### src/rtl/drum_pkg.sv
// Shared fixed-point constants, FSM state type and saturating helpers for the
// drum-membrane iteration controller.
package drum_pkg;

    localparam int unsigned DATA_W_DEF = 18;
    localparam int unsigned FRAC_W_DEF = 17;

    localparam int unsigned WIDE_W = 64;
    typedef logic signed [WIDE_W-1:0] wide_t;

    typedef enum logic [1:0] {
        ST_IDLE = 2'd0,
        ST_LOAD = 2'd1,
        ST_RUN  = 2'd2
    } drum_state_e;

    function automatic wide_t max_pos(input int unsigned w);
        return (wide_t'(1) <<< (w - 1)) - wide_t'(1);
    endfunction

    function automatic wide_t min_neg(input int unsigned w);
        return -(wide_t'(1) <<< (w - 1));
    endfunction

    localparam wide_t ONE     = wide_t'(1) <<< FRAC_W_DEF;
    localparam wide_t MAX_POS = max_pos(DATA_W_DEF);
    localparam wide_t MIN_NEG = min_neg(DATA_W_DEF);

    function automatic wide_t clamp_hi(input wide_t v, input wide_t hi);
        return (v > hi) ? hi : v;
    endfunction

    function automatic wide_t clamp_w(input wide_t v, input int unsigned w);
        wide_t r;
        r = v;
        if (v > max_pos(w)) begin
            r = max_pos(w);
        end else if (v < min_neg(w)) begin
            r = min_neg(w);
        end
        return r;
    endfunction

    // Square lands in Q(2).(2*frac); the shift returns it to Q1.frac before clamping.
    function automatic wide_t sat_square(input wide_t a, input int unsigned frac,
                                         input int unsigned w);
        wide_t p;
        p = (a * a) >>> frac;
        return clamp_w(p, w);
    endfunction

endpackage

### src/rtl/signed_mult_q.sv
// Saturating fixed-point square of a Q1.FRAC_W operand; -1.0 squared clamps to
// the largest positive code.
module signed_mult_q
    import drum_pkg::*;
#(
    parameter int unsigned DATA_W = DATA_W_DEF,
    parameter int unsigned FRAC_W = FRAC_W_DEF
) (
    input  logic signed [DATA_W-1:0] a_i,
    output logic signed [DATA_W-1:0] sq_o
);

    wide_t sq_wide;

    always_comb begin
        sq_wide = sat_square(wide_t'(a_i), FRAC_W, DATA_W);
        sq_o    = sq_wide[DATA_W-1:0];
    end

endmodule

### src/rtl/drum_iter_ctrl.sv
// Strike sequencer for the drum node grid: load/run control, nonlinear tension
// update, feedback latch pulse, decimated sample stream and decay detection.
module drum_iter_ctrl
    import drum_pkg::*;
#(
    parameter int unsigned DATA_W      = DATA_W_DEF,
    parameter int unsigned FRAC_W      = FRAC_W_DEF,
    parameter int unsigned RHO_SHIFT   = 5,
    parameter int unsigned LOAD_CYCLES = 4,
    parameter int unsigned SAMPLE_DIV  = 1,
    parameter int unsigned QUIET_ITERS = 256,
    parameter int unsigned CNT_W       = 16
) (
    input  logic                     clock,
    input  logic                     reset,
    input  logic                     strike,
    input  logic                     nonlin_en,
    input  logic signed [DATA_W-1:0] rho_init,
    input  logic signed [DATA_W-1:0] rho_max,
    input  logic signed [DATA_W-1:0] quiet_thresh,
    input  logic                     iter_done,
    input  logic signed [DATA_W-1:0] center_amp,
    output logic                     grid_reset,
    output logic                     load_hit,
    output logic                     latch_feedback,
    output logic signed [DATA_W-1:0] rho,
    output logic signed [DATA_W-1:0] sample_data,
    output logic                     sample_valid,
    input  logic                     sample_ready,
    output logic                     busy,
    output logic [CNT_W-1:0]         iter_count,
    output logic [CNT_W-1:0]         drop_count
);

    localparam int unsigned LD_W = (LOAD_CYCLES > 1) ? $clog2(LOAD_CYCLES) : 1;
    localparam int unsigned QT_W = $clog2(QUIET_ITERS + 1);
    localparam int unsigned DV_W = (SAMPLE_DIV > 1) ? $clog2(SAMPLE_DIV) : 1;

    localparam logic [LD_W-1:0] LD_LAST = LD_W'(LOAD_CYCLES - 1);
    localparam logic [QT_W-1:0] QT_LIM  = QT_W'(QUIET_ITERS);
    localparam logic [DV_W-1:0] DV_LAST = DV_W'(SAMPLE_DIV - 1);

    localparam logic signed [DATA_W-1:0] D_MAX = DATA_W'(max_pos(DATA_W));
    localparam logic signed [DATA_W-1:0] D_MIN = DATA_W'(min_neg(DATA_W));

    drum_state_e              state_q, state_d;
    logic [LD_W-1:0]          load_cnt_q, load_cnt_d;
    logic [QT_W-1:0]          quiet_q, quiet_d;
    logic [DV_W-1:0]          dec_q, dec_d;
    logic signed [DATA_W-1:0] rho_q, rho_d;
    logic [CNT_W-1:0]         iter_q, iter_d;
    logic [CNT_W-1:0]         drop_q, drop_d;
    logic signed [DATA_W-1:0] data_q, data_d;
    logic                     valid_q, valid_d;
    logic                     latch_q, latch_d;

    logic signed [DATA_W-1:0] sq;
    logic signed [DATA_W-1:0] sq_sh;
    logic signed [DATA_W:0]   cand;
    logic signed [DATA_W-1:0] rho_nl;
    logic signed [DATA_W-1:0] amp_abs;
    logic                     is_quiet;
    logic [QT_W-1:0]          quiet_inc;
    logic                     take;
    wide_t                    rho_clamped;

    signed_mult_q #(
        .DATA_W (DATA_W),
        .FRAC_W (FRAC_W)
    ) u_square (
        .a_i  (center_amp),
        .sq_o (sq)
    );

    // sq is never negative, so the one-bit-wider sum cannot wrap before the clamp.
    always_comb begin
        sq_sh       = sq >>> RHO_SHIFT;
        cand        = {rho_init[DATA_W-1], rho_init} + {1'b0, sq_sh};
        rho_clamped = clamp_hi(wide_t'(cand), wide_t'(rho_max));
        rho_nl      = rho_clamped[DATA_W-1:0];
    end

    always_comb begin
        if (center_amp == D_MIN) begin
            amp_abs = D_MAX;
        end else if (center_amp[DATA_W-1]) begin
            amp_abs = -center_amp;
        end else begin
            amp_abs = center_amp;
        end
        is_quiet  = (amp_abs < quiet_thresh);
        quiet_inc = is_quiet ? quiet_q + 1'b1 : '0;
    end

    always_comb begin
        state_d    = state_q;
        load_cnt_d = load_cnt_q;
        quiet_d    = quiet_q;
        dec_d      = dec_q;
        rho_d      = rho_q;
        iter_d     = iter_q;
        drop_d     = drop_q;
        data_d     = data_q;
        valid_d    = valid_q;
        latch_d    = 1'b0;
        take       = 1'b0;

        unique case (state_q)
            ST_IDLE: begin
                rho_d   = rho_init;
                quiet_d = '0;
                if (strike) begin
                    state_d    = ST_LOAD;
                    load_cnt_d = '0;
                    iter_d     = '0;
                    dec_d      = '0;
                end
            end
            ST_LOAD: begin
                rho_d = rho_init;
                if (strike) begin
                    load_cnt_d = '0;
                    iter_d     = '0;
                    dec_d      = '0;
                end else if (load_cnt_q == LD_LAST) begin
                    state_d    = ST_RUN;
                    load_cnt_d = '0;
                end else begin
                    load_cnt_d = load_cnt_q + 1'b1;
                end
            end
            ST_RUN: begin
                if (strike) begin
                    state_d    = ST_LOAD;
                    load_cnt_d = '0;
                    iter_d     = '0;
                    dec_d      = '0;
                    quiet_d    = '0;
                    rho_d      = rho_init;
                end else if (iter_done) begin
                    latch_d = 1'b1;
                    if (iter_q != '1) begin
                        iter_d = iter_q + 1'b1;
                    end
                    rho_d = nonlin_en ? rho_nl : rho_init;
                    if (quiet_inc == QT_LIM) begin
                        state_d = ST_IDLE;
                        quiet_d = '0;
                    end else begin
                        quiet_d = quiet_inc;
                    end
                    if (dec_q == DV_LAST) begin
                        dec_d = '0;
                        take  = 1'b1;
                    end else begin
                        dec_d = dec_q + 1'b1;
                    end
                end
            end
            default: state_d = ST_IDLE;
        endcase

        // A held sample is never overwritten while the consumer is stalling it.
        if (take) begin
            if (!valid_q || sample_ready) begin
                data_d  = center_amp;
                valid_d = 1'b1;
            end else if (drop_q != '1) begin
                drop_d = drop_q + 1'b1;
            end
        end else if (valid_q && sample_ready) begin
            valid_d = 1'b0;
        end
    end

    always_ff @(posedge clock or negedge reset) begin
        if (!reset) begin
            state_q    <= ST_IDLE;
            load_cnt_q <= '0;
            quiet_q    <= '0;
            dec_q      <= '0;
            rho_q      <= '0;
            iter_q     <= '0;
            drop_q     <= '0;
            data_q     <= '0;
            valid_q    <= 1'b0;
            latch_q    <= 1'b0;
        end else begin
            state_q    <= state_d;
            load_cnt_q <= load_cnt_d;
            quiet_q    <= quiet_d;
            dec_q      <= dec_d;
            rho_q      <= rho_d;
            iter_q     <= iter_d;
            drop_q     <= drop_d;
            data_q     <= data_d;
            valid_q    <= valid_d;
            latch_q    <= latch_d;
        end
    end

    always_comb begin
        grid_reset     = (state_q == ST_RUN);
        load_hit       = (state_q != ST_RUN);
        busy           = (state_q != ST_IDLE);
        latch_feedback = latch_q;
        rho            = rho_q;
        sample_data    = data_q;
        sample_valid   = valid_q;
        iter_count     = iter_q;
        drop_count     = drop_q;
    end

endmodule

### config.mk
export PLATFORM = sky130hd
export DESIGN_NAME = drum_iter_ctrl
export DESIGN_NICKNAME = d
export VERILOG_FILES = /design/src/rtl/drum_pkg.sv /design/src/rtl/signed_mult_q.sv /design/src/rtl/drum_iter_ctrl.sv
export SDC_FILE = /design/constraint.sdc
export NUM_CORES = 1
export LEC_CHECK = 0
export BUFFER_PORTS_ARGS = -buffer_cell sky130_fd_sc_hd__buf_2
export CAP_MARGIN = 15
export CORE_MARGIN = 10
export CORE_UTILIZATION = 30
export CTS_BUF_LIST = sky130_fd_sc_hd__clkbuf_4
export CTS_CLUSTER_DIAMETER = 30
export DETAILED_ROUTE_END_ITERATION = 7
export GPL_TIMING_DRIVEN = 0
export PLACE_DENSITY = 0.56
export SYNTH_ARGS = -nofsm -noshare
export SYNTH_HDL_FRONTEND = slang
export SYNTH_SLANG_ARGS = --single-unit
### constraint.sdc
create_clock -name clock -period 2.4 [get_ports clock]
set_clock_uncertainty 0.2 [all_clocks]
set_input_delay 0.12 -clock clock [delete_from_list [all_inputs] [get_ports clock]]
set_output_delay 0.12 -clock clock [all_outputs]
set_load 0.005 [all_outputs]
Yosys cells after proc, flatten, opt, wreduce, memory -nomap -nowiden

Index checks and enable logic that the tools add are counted.

Add/sub/neg operators: 7
$mul: 1
Div/mod/pow operators: 0
Magnitude comparators: 4
Equality and inequality tests: 17
Shift operators: 0
Mux-type cells: 45
Bitwise logic cells: 1
Reductions and logical operators: 20

Operators by type and width:

| operator              | number |
|---|---|
| $mux 18               | 8 |
| $mux 16               | 4 |
| $mul 18x18->36        | 1 |
| $mux 9                | 4 |
| $pmux 18 s2           | 1 |
| $add 16x1->16 const B | 2 |
| $ne 16x16->1 const B  | 2 |
| $pmux 16 s2           | 1 |
| $add 19x18->19        | 1 |
| $gt 19x18->1          | 1 |
| $gt 19x18->1 const B  | 1 |
| $lt 19x18->1 const B  | 1 |
| $eq 18x18->1 const B  | 1 |
| $lt 18x18->1          | 1 |
| $mux 2                | 9 |
| $neg 18->18           | 1 |
| $pmux 9 s2            | 1 |
| $mux 1                | 14 |
| $reduce_and 2->1      | 5 |
| $reduce_bool 2->1     | 5 |
| $add 9x1->9 const B   | 1 |
| $eq 9x9->1 const B    | 1 |
| $ne 2x2->1 const B    | 4 |
| $ne 2x1->1 const B    | 3 |
| 18 further kinds      | 22 |

Register bits after elaboration: 84
Bits in latches: 0
Bits in writable memories: 0
Memory bits (read-only): 0
Input bits: 78
Logic and storage cells: 105
Memories: 0

Longest topological paths before layout

Gate-level depths: netlist of run 1.

Word-level depth: 11
Mapped depth: 48
Depth with buffers taken out: 42

Cells and area by module

Synthesis of run 1 repeated with hierarchy kept, for this count alone.

Cell total of the unflattened synthesis: 1930
Area, all modules: 17319.1 um2

Modules (own cells, without submodules):

| module         | times used | cells an instance | area each (um2) | sequential area each (um2) |
|---|---|---|---|---|
| signed_mult_q  | 1          | 1220              | 11064.4         | 0.0 |
| drum_iter_ctrl | 1          | 710               | 6254.7          | 2077.0 |

Worst setup path before layout of run 1

Ideal clock, no wire load.

Kind: input-to-reg
From: in center_amp[17]
To: reg rho_q[0], in the netlist rho[0]
Data arrival time: 9.964 ns
Required time: 2.067 ns
Slack: -7.897 ns
Stages on the path: 48
Path buffers: 6
Cells stage by stage: clkbuf_1 -> clkbuf_1 -> clkbuf_1 -> nand2_1 -> inv_1 -> fa_1 -> inv_1 -> fa_1 -> inv_1 -> ha_1 -> inv_1 -> fa_1 -> inv_1 -> fa_1 -> inv_1 -> fa_1 -> inv_1 -> ha_1 -> [... 12 more ...] -> a21o_1 -> a21oi_1 -> o21bai_1 -> a21oi_1 -> o311ai_0 -> a41o_1 -> nand3_1 -> nand2_1 -> xor2_1 -> ha_1 -> nand4_1 -> o2111ai_1 -> o21ai_0 -> a21oi_1 -> buf_2 -> buf_2 -> mux2i_1 -> o21ai_0

Longest elaborated chain between the ends: 11

RTL lines:

| item                   | RTL line              | source |
|---|---|---|
| start: declaration     | drum_iter_ctrl.sv:22  | `input logic signed [DATA_W-1:0] center_amp,` |
| $mul 18x18->36 *       | drum_pkg.sv:48        | `p = (a * a) >>> frac;` |
| $lt 19x18->1           | drum_pkg.sv:38        | `end else if (v < min_neg(w)) begin` |
| $mux 18                | drum_pkg.sv:38        |  |
| $mux 18 *              | drum_pkg.sv:36        | `if (v > max_pos(w)) begin` |
| $add 19x18->19 *       | drum_iter_ctrl.sv:78  | `cand = {rho_init[DATA_W-1], rho_init} + {1'b0, sq_sh};` |
| $gt 19x18->1           | drum_pkg.sv:30        | `return (v > hi) ? hi : v;` |
| $mux 18 *              | drum_pkg.sv:30        |  |
| $mux 18 *              | drum_iter_ctrl.sv:145 | `rho_d = nonlin_en ? rho_nl : rho_init;` |
| $mux 18 *              | drum_iter_ctrl.sv:140 | `end else if (iter_done) begin` |
| $mux 18 *              | drum_iter_ctrl.sv:133 | `if (strike) begin` |
| $pmux 18 s2 *          | drum_iter_ctrl.sv:108 | `unique case (state_q)` |
| end signal: assignment | drum_iter_ctrl.sv:193 | `rho_q <= rho_d;` |
| end: declaration       | drum_iter_ctrl.sv:50  | `logic signed [DATA_W-1:0] rho_q, rho_d;` |

Mark *: on every way between the ends. The rest lies on a longest branch, timed or not. The select of a mux whose other input is x is not followed.
A chain may end at the register's enable or synchronous reset.

Worst setup path after layout of run 1

From: in center_amp[5]
To: reg rho_q[0], in the netlist rho[0]

Same word-level chain as after synthesis.

==> impl_metrics.py, run 1 <==
metrics = {
    "logic_synthesis": {
        "synth_seq_area_share_pct": 12.4,
        "netlist_area_mm2": 0.0168,
        "synth_area_leaders": "fa_1 (35%), dfrtp_1 (12%), ha_1 (12%)",
        "synth_top_cell_by_area": "fa_1",
        "synth_top_area_share_pct": 35.2,
        "synth_seq_cells": 83,
        "synthCells": 1850,
        "ys_async_sr_fraction_pct": 100,
        "ys_types": 73,
        "synth_edf_count": 0,
        "synth_ff_type": "dfrtp_1",
        "synth.net_count": 2388,
        "yosys_warnings": 0,
        "syn_avg_cell_area_um2": 9.07,
    },
    "run_status": {
        "outcome": "finished with violations",
        "failed_checks": "negative setup slack",
    },
    "floorplanning": {
        "die_area_mm2": 0.0658,
        "rows": 86,
        "core-area_mm2": 0.0552,
        "fp.dieH_um": 257,
        "initial_core_util_pct": 30.4,
        "die_w_um": 257,
        "pin_count": 151,
    },
    "worst_setup_path": {
        "crit_required_ps": 2630,
        "arrival_ps": 9970,
        "worstReg2RegStart": "quiet_q[0]",
        "critPathLaunch": "center_amp[5]",
        "slowest_delay_ps": 550,
        "slowest_stage": "fa_1",
        "cp-endpoint": "rho[0]",
        "timing.rr.end": "quiet_q[7]",
        "reg2regPathDepth": 9,
        "cp-start-kind": "input pin",
        "crit_type": "in -> reg",
        "regToRegSetupSlack_ps": -200,
        "critPathMaxFanout": 5,
        "worst_setup_path_end_kind": "register",
        "cpMostUsedCell": "buf_4",
    },
    "finish": {
        "final_cell_mix": "inv_1 (427), fa_1 (285), nand2_1 (174)",
        "area_growth_syn_to_layout_pct": 25.2,
        "fin_area_mm2": 0.0210,
        "layout_commonest_cell": "inv_1",
        "antenna_cells": 0,
        "drive_gt1_share_pct": 20.6,
        "utilization_pct": 38.1,
        "fin_nets": 2668,
    },
    "sta": {
        "timing.final.crit_share_pct": 406,
        "rsz0062_at_grt": "true",
        "timing.final.ws_setup_ps": -7330,
        "final_hold_viol_count": 0,
        "setup_viol": 29,
        "fin_crit_ps": 9730,
        "tightest_slew_ps": 707,
        "slew_headroom_pct": 52.3,
        "max_freq_mhz": 103,
        "maxSlewViolCount": 0,
    },
    "cts": {
        "htree_levels": 3,
        "cts_tree": "done",
        "clkTransAtPathRegs_ps": 180,
        "cts_buffer_depth": 2,
        "clk_latency_ps": 530,
        "cts_buffers": 9,
        "cts_num_sinks": 83,
        "cts_root_buffer": "clkbuf_4",
    },
    "placement": {
        "dpl_cell_area_mm2": 0.0189,
        "routabilityCongestion": 0.888,
        "port_buffers": 145,
        "dpl.hpwl_um": 39400,
    },
    "worst_hold_path": {
        "hp-class": "in -> reg",
        "whs_path_depth": 4,
    },
    "route": {
        "dr.pass1.iters": 7,
        "drc": 0,
        "drt_wl_total_um": 48600,
        "routed_via_density": 4.71,
        "ant_nets": 0,
        "drtIter0Drc": 678,
        "num_vias": 13574,
        "wire_per_inst_um": 16.9,
    },
    "flow_run": {
        "max_cap_viol_count": 0,
    },
    "global_routing": {
        "antenna_found_initial": 0,
        "grt_pass1_wl_um": 80000,
        "grt_pass1_vias": 14977,
        "grt_max_degree": 51,
        "grt_use_total_pct": 15.0,
        "overflow": 0,
    },
}
-- metrics by stage --
stage	worst slack (ps)	cells	TNS (ps)	hold WS, ps
floorplan	-6760	1850	-130620	-376
global placement	-8450	2743	-181850	196
detailed placement	-8610	2744	-186030	-88.4
CTS	-7190	2860	-139100	12.6
global route	-7660	2883	-149310	3.15
finish	-7330	2883	-141790	14.6
-- worst min-delay path by stage --
stage	to	startpoint	slack [ps]
finish	sample_data[16]	center_amp[16]	10
global route	sample_data[16]	center_amp[16]	3
detailed placement	rho[4]	reset	-90
floorplan	drop_count[0]	reset	-380
CTS	rho[2]	rho_init[2]	10
global placement	rho[15]	rho_init[15]	200
-- cells in the mapped netlist (all sizes together), types with 4 or more instances --
cell type and n:
o21a 15, clkinv 8, a41o 4, clkbuf 49
o211ai 7, and4 5, dfrtp 83, nand3 34
nor2 84, nor4 6, inv 441, a21oi 46
o21ai 64, a211oi 5, mux2i 19, nand2 181
xor2 26, nand3b 7, nand4 12, a31o 5
nor2b 10, and2 36, mux2 11, nor3 19
a22oi 16, o21bai 4, o41ai 5, o31ai 6
fa 295, a31oi 8, or3 6, nand2b 12
ha 165, xnor2 56, a22o 6, a21o 23
and3 21, buf 14
-- routing by layer --
metal,vias to the layer above,wire length (um),global-route usage [%]
li1,6351,-,-
met5,-,0,0
met1,6782,21800,19.7
met3,59,2860,3.11
met4,0,1060,3.48
met2,382,23000,25.0
-- final cells by class --
cell class | count | area [um2]
clock buffer | 9 | 67.6
inverter | 449 | 1730
buffer | 61 | 707
tap | 748 | 936
multi-input combinational | 1255 | 13500
fill | 5552 | 34200
clock inverter | 7 | 76.3
timing repair buffer | 271 | 1900
sequential | 83 | 2080
-- repair_timing --
item                                    CTS  global route
buffers inserted                         40            22
endpoints found under the setup margin   72            57
endpoints found under the hold margin   129             0
pin swaps                                29            42
gates resized for setup                 135            81
gates cloned                              1             2
hold buffers                             61             0
-- state kept, by name (all words and copies together), names as in the netlist --
| name | cells |
|---|---|
| quiet_q | 9 |
| rho | 18 |
| latch_feedback | 1 |
| state_q | 2 |
| load_cnt_q | 2 |
| iter_count | 16 |
| sample_valid | 1 |
| sample_data | 18 |
| drop_count | 16 |
-- cell families after synthesis --
| logic type | synth area share (%) |
|---|---|
| xor+xnor | 4.28 |
| buf+inv | 11.6 |
| compound gates | 9.69 |
| simple gates | 12.7 |
| mux | 1.87 |
| flops | 12.4 |
| fa+ha+maj | 47.5 |
-- worst max-delay path: cells and delay by family --
family | cells | cell delay, ps
mux | 1 | 180
fa+ha+maj | 10 | 4090
buf+inv | 13 | 1730
simple gates | 4 | 600
compound gates | 18 | 3080
xor+xnor | 1 | 150
Power of run 1 is not shown: default switching activity piles up to over one toggle a cycle in this logic, so the estimate is an artifact.
==> inputs of run 2 (changes only) <==
- CORE_ASPECT_RATIO: not set -> 0.5
==> run 2 against run 1 <==
  * The run still ends with negative setup slack left
  * Worst hold slack better by 50 ps
  * Sequential share of layout area down 0.26 points
  * Register-to-register slack worse by 160 ps
  * Critical path depth up 1
  * Flip-flop and latch count unchanged
  * Worst setup slack better by 300 ps
  * Non-clock buffer count up 33
  * Routed wire length down 2.1%
  * First-iteration DRC count up 16%
  * Die area up 0.87%
  * Maximum frequency up 3.2%
  * Critical endpoint is now rho[17]
==> impl_metrics.py, run 2 (synthesis gave the netlist of run 1 again) <==
metrics = {
    "floorplanning": {
        "initial_core_util_pct": 30.3,
        "rows": 61,
        "die_w_um": 354,
        "die_area_mm2": 0.0664,
        "core-area_mm2": 0.0554,
        "fp.dieH_um": 187,
        "pin_count": 151,
    },
    "cts": {
        "cts_num_sinks": 83,
        "cts_buffers": 9,
        "cts_buffer_depth": 2,
        "cts_tree": "done",
        "clk_latency_ps": 520,
        "clkTransAtPathRegs_ps": 170,
        "cts_root_buffer": "clkbuf_4",
        "htree_levels": 3,
    },
    "global_routing": {
        "grt_pass1_vias": 14206,
        "overflow": 0,
        "antenna_found_initial": 5,
        "grt_max_degree": 44,
        "grt_use_total_pct": 14.1,
        "grt_pass1_wl_um": 76200,
    },
    "worst_setup_path": {
        "cp-start-kind": "input pin",
        "crit_required_ps": 2630,
        "crit_type": "in -> reg",
        "critPathMaxFanout": 10,
        "slowest_delay_ps": 540,
        "slowest_stage": "fa_1",
        "cpMostUsedCell": "fa_1",
        "arrival_ps": 9660,
        "worst_setup_path_end_kind": "register",
    },
    "sta": {
        "timing.final.ws_setup_ps": -7030,
        "max_freq_mhz": 106,
        "slew_headroom_pct": 46.4,
        "fin_crit_ps": 9430,
        "final_hold_viol_count": 0,
        "rsz0062_at_grt": "true",
        "maxSlewViolCount": 0,
        "setup_viol": 31,
        "tightest_slew_ps": 804,
        "timing.final.crit_share_pct": 393,
    },
    "finish": {
        "drive_gt1_share_pct": 24.0,
        "final_cell_mix": "inv_1 (418), fa_1 (286), nand2_1 (158)",
        "n_fill_cell": 5587,
        "layout_commonest_cell": "inv_1",
        "fin_cells": 2927,
        "area_growth_syn_to_layout_pct": 28.7,
        "fin_nets": 2701,
    },
    "run_status": {
        "failed_checks": "negative setup slack",
        "outcome": "finished with violations",
    },
    "placement": {
        "routabilityCongestion": 0.856,
        "port_buffers": 145,
        "dpl.hpwl_um": 37900,
        "placedCellCount": 2752,
    },
    "route": {
        "num_vias": 13469,
        "drt_wl_total_um": 47600,
        "wire_per_inst_um": 16.3,
        "drc": 0,
        "ant_nets": 0,
        "drtIter0Drc": 786,
        "routed_via_density": 4.60,
        "dr.pass1.iters": 5,
    },
    "worst_hold_path": {
        "hp-class": "in -> reg",
    },
    "flow_run": {
        "max_cap_viol_count": 0,
    },
}
[run 2: cell types whose count changed in the layout (fill, tap and decap cells not counted), sizes merged]
cell         delta
bufbuf          -1
dlygate4sd3     +1
clkbuf         -12
diode           +3
inv             -1
buf            +45
clkinv          +1
[run 2: final timing paths]
kind	from	end	slack (ps)	depth (start not counted)
hold reg to reg	drop_count[4]	drop_count[4]	300	1
hold / removal	rho_init[2]	rho[2]	60	5
setup reg to reg	state_q[0]	rho[2]	-360	7
max in group asynchronous	reset	load_cnt_q[1]	1250	4
min in group asynchronous	reset	drop_count[5]	480	4
setup / recovery	center_amp[10]	rho[17]	-7030	48
[run 2: cell type report]
cell class                 count  area [um2]  area share, %
clock buffer                   9        67.6          0.313
tap                          756         946           4.38
buffer                        61         761           3.52
inverter                     449        1730           8.00
antenna                        3        7.51         0.0348
sequential                    83        2080           9.63
multi-input combinational   1255       13700           63.4
timing repair buffer         304        2230           10.3
clock inverter                 7        81.3          0.377
[run 2: per-layer routing]
metal / track usage (%) / up-vias / wire, um / part of all wire, %
met2: 25.3 / 244 / 24400 / 51
met4: 3.16 / 4 / 806 / 1.7
met3: 1.65 / 53 / 1950 / 4.1
met1: 18.1 / 6764 / 20400 / 43
li1: - / 6404 / - / -
met5: 0 / - / 27 / 0.057
[run 2: timing repair]
action	4_1_cts	5_1_grt
pin swaps	34	71
buffers inserted	28	62
gates resized for setup	136	181
endpoints found under the setup margin	71	62
hold buffers	60	2
hold endpoints to repair	126	2
cloned	1	5
[run 2: worst max-delay path: cells and delay by family]
kind	cells	cell delay, ps
xor+xnor	1	170
fa+ha+maj	10	4090
compound gates	17	2850
simple gates	5	760
buf+inv	14	1470
mux	1	180
[run 2: per-stage QoR]
stage                     hold WS [ps]  cell area [um2]  utilization [%]  TNS [ps]  setup WS (ps)
after detailed placement         -17.8            18900             34.0   -184210          -8630
after CTS                         2.56            20400             36.9   -137270          -7100
after floorplan                   -376            17200                -   -130620          -6760
after global routing              81.9            21600             39.0   -146070          -7380
final                             64.7            21600             39.0   -137200          -7030
after global placement             183            18800             34.0   -183410          -8590
Power of run 2 is left out for the same reason.
==> inputs of run 3 (changes only) <==
- CTS_BUF_LIST: sky130_fd_sc_hd__clkbuf_4 -> sky130_fd_sc_hd__clkbuf_2 sky130_fd_sc_hd__clkbuf_4 sky130_fd_sc_hd__clkbuf_8
- GPL_ROUTABILITY_DRIVEN: not set -> 0
==> run 3 against run 2 <==
  * Die area did not move
  * Maximum frequency fell by 0.56%
  * Critical path type unchanged
  * Flip-flop and latch count is the same
  * Cell count about the same
  * Global-route usage shrank 0.095 points
  * Non-clock buffer count up 3
  * Utilization increased by 0.11 points
  * Critical path depth fell by 1
  * The flow still finishes with violations (negative setup slack)
  * Worst hold slack lost 44 ps
==> impl_metrics.py, run 3 (synthesis gave the netlist of run 1 again) <==
metrics = {
    "run_status": {
        "outcome": "finished with violations",
        "failed_checks": "negative setup slack",
    },
    "global_routing": {
        "overflow": 0,
        "grt_pass1_wl_um": 75700,
        "grt_use_total_pct": 14.0,
        "grt_max_degree": 45,
        "grt_pass1_vias": 14146,
        "antenna_found_initial": 2,
    },
    "worst_setup_path": {
        "cp-start-kind": "input pin",
        "reg2regPathDepth": 7,
        "regToRegSetupSlack_ps": -350,
        "timing.rr.end": "rho[0]",
        "worstReg2RegStart": "state_q[0]",
        "crit_required_ps": 2470,
        "worst_setup_path_end_kind": "register",
        "slowest_delay_ps": 540,
        "crit_type": "in -> reg",
        "critPathMaxFanout": 9,
        "arrival_ps": 9550,
        "slowest_stage": "fa_1",
    },
    "cts": {
        "cts_root_buffer": "clkbuf_8",
        "cts_buffer_depth": 2,
        "cts_tree": "done",
        "cts_buffers": 9,
        "clk_latency_ps": 410,
        "clkTransAtPathRegs_ps": 120,
        "htree_levels": 3,
        "cts_num_sinks": 83,
    },
    "floorplanning": {
        "die_area_mm2": 0.0664,
        "fp.dieH_um": 187,
        "rows": 61,
        "pin_count": 151,
        "initial_core_util_pct": 30.3,
        "die_w_um": 354,
        "core-area_mm2": 0.0554,
    },
    "finish": {
        "final_cell_mix": "inv_1 (420), fa_1 (282), nand2_1 (155)",
        "fin_nets": 2704,
        "multi_input_area_mm2": 0.0137,
        "layout_commonest_cell": "inv_1",
        "area_growth_syn_to_layout_pct": 29.1,
        "register_area_mm2": 0.00208,
        "utilization_pct": 39.1,
        "n_fill_cell": 5561,
        "fin_cells": 2929,
        "drive_gt1_share_pct": 25.2,
    },
    "route": {
        "num_vias": 13445,
        "routed_via_density": 4.59,
        "drtIter0Drc": 676,
        "dr.pass1.iters": 7,
        "ant_nets": 0,
        "wire_per_inst_um": 16.2,
        "drc": 0,
        "drt_wl_total_um": 47300,
    },
    "placement": {
        "port_buffers": 145,
        "dpl.hpwl_um": 37900,
        "pre_cts_ws_ps": -8630,
        "placedCellCount": 2752,
    },
    "sta": {
        "max_freq_mhz": 105,
        "setup_viol": 30,
        "timing.final.ws_setup_ps": -7090,
        "rsz0062_at_grt": "true",
        "fin_crit_ps": 9490,
        "timing.final.crit_share_pct": 395,
        "tightest_slew_ps": 803,
        "setup_tns_ps": -139010,
        "slew_headroom_pct": 46.5,
        "final_hold_viol_count": 0,
        "maxSlewViolCount": 0,
    },
    "worst_hold_path": {
        "hold_end": "sample_data[5]",
        "min_from": "center_amp[5]",
        "hp-class": "in -> reg",
        "whs_path_depth": 4,
    },
    "flow_run": {
        "max_cap_viol_count": 0,
    },
}
[run 3: cell count changes in the layout (fill, tap and decap cells not counted), moves of 4 or more]
cell,change
fa_2,+4
buf_4,+17
dlygate4sd3_1,-16
clkbuf_4,-7
clkbuf_8,+8
o21ai_2,+4
fa_1,-4
[run 3: metal layers]
layer | vias up | GRT usage [%] | routed length (um)
met3 | 49 | 1.73 | 1980
met4 | 0 | 2.92 | 740
met5 | - | 0 | 0
met2 | 235 | 25.2 | 24400
met1 | 6749 | 17.9 | 20200
li1 | 6412 | - | -
[run 3: cell type report]
cell class | instances | area share (%)
Buffer | 61 | 3.53
Clock inverter | 7 | 0.375
Multi-Input combinational cell | 1255 | 63.3
Tap cell | 756 | 4.37
Inverter | 449 | 8.00
Sequential cell | 83 | 9.61
Timing Repair Buffer | 307 | 10.3
Antenna cell | 2 | 0.0231
Clock buffer | 9 | 0.572
[run 3: repair_timing]
action,CTS,global route
buffers inserted,30,78
gates resized for setup,132,201
gates cloned,1,7
setup endpoints to repair,71,61
hold buffers,45,0
pin swaps,27,100
endpoints found under the hold margin,101,0
[run 3: critical path: cells and delay by family]
kind / cells / cell delay, ps
compound gates: 19 / 3170
xor+xnor: 1 / 150
fa+ha+maj: 10 / 4070
buf+inv: 13 / 1320
mux: 1 / 200
simple gates: 3 / 510
[run 3: through the flow]
stage               cell area (um2)  hold slack [ps]
floorplan                     17200             -376
global placement              18800              183
detailed placement            18900            -17.8
CTS                           20300             12.8
global route                  21700             23.5
finish                        21700             21.1
[run 3: how the worst max path moves through the flow]
| stage | slack [ps] | start | cells after the start | to |
|---|---|---|---|---|
| finish | -7090 | center_amp[16] | 47 | rho[10] |
| global route | -7490 | center_amp[7] | 45 | rho[17] |
| CTS | -7230 | center_amp[5] | 45 | rho[10] |
| detailed placement | -8630 | center_amp[11] | 44 | rho[6] |
| global placement | -8590 | center_amp[11] | 44 | rho[3] |
| floorplan | -6760 | center_amp[17] | 48 | rho[0] |
Power of run 3 is left out for the same reason.
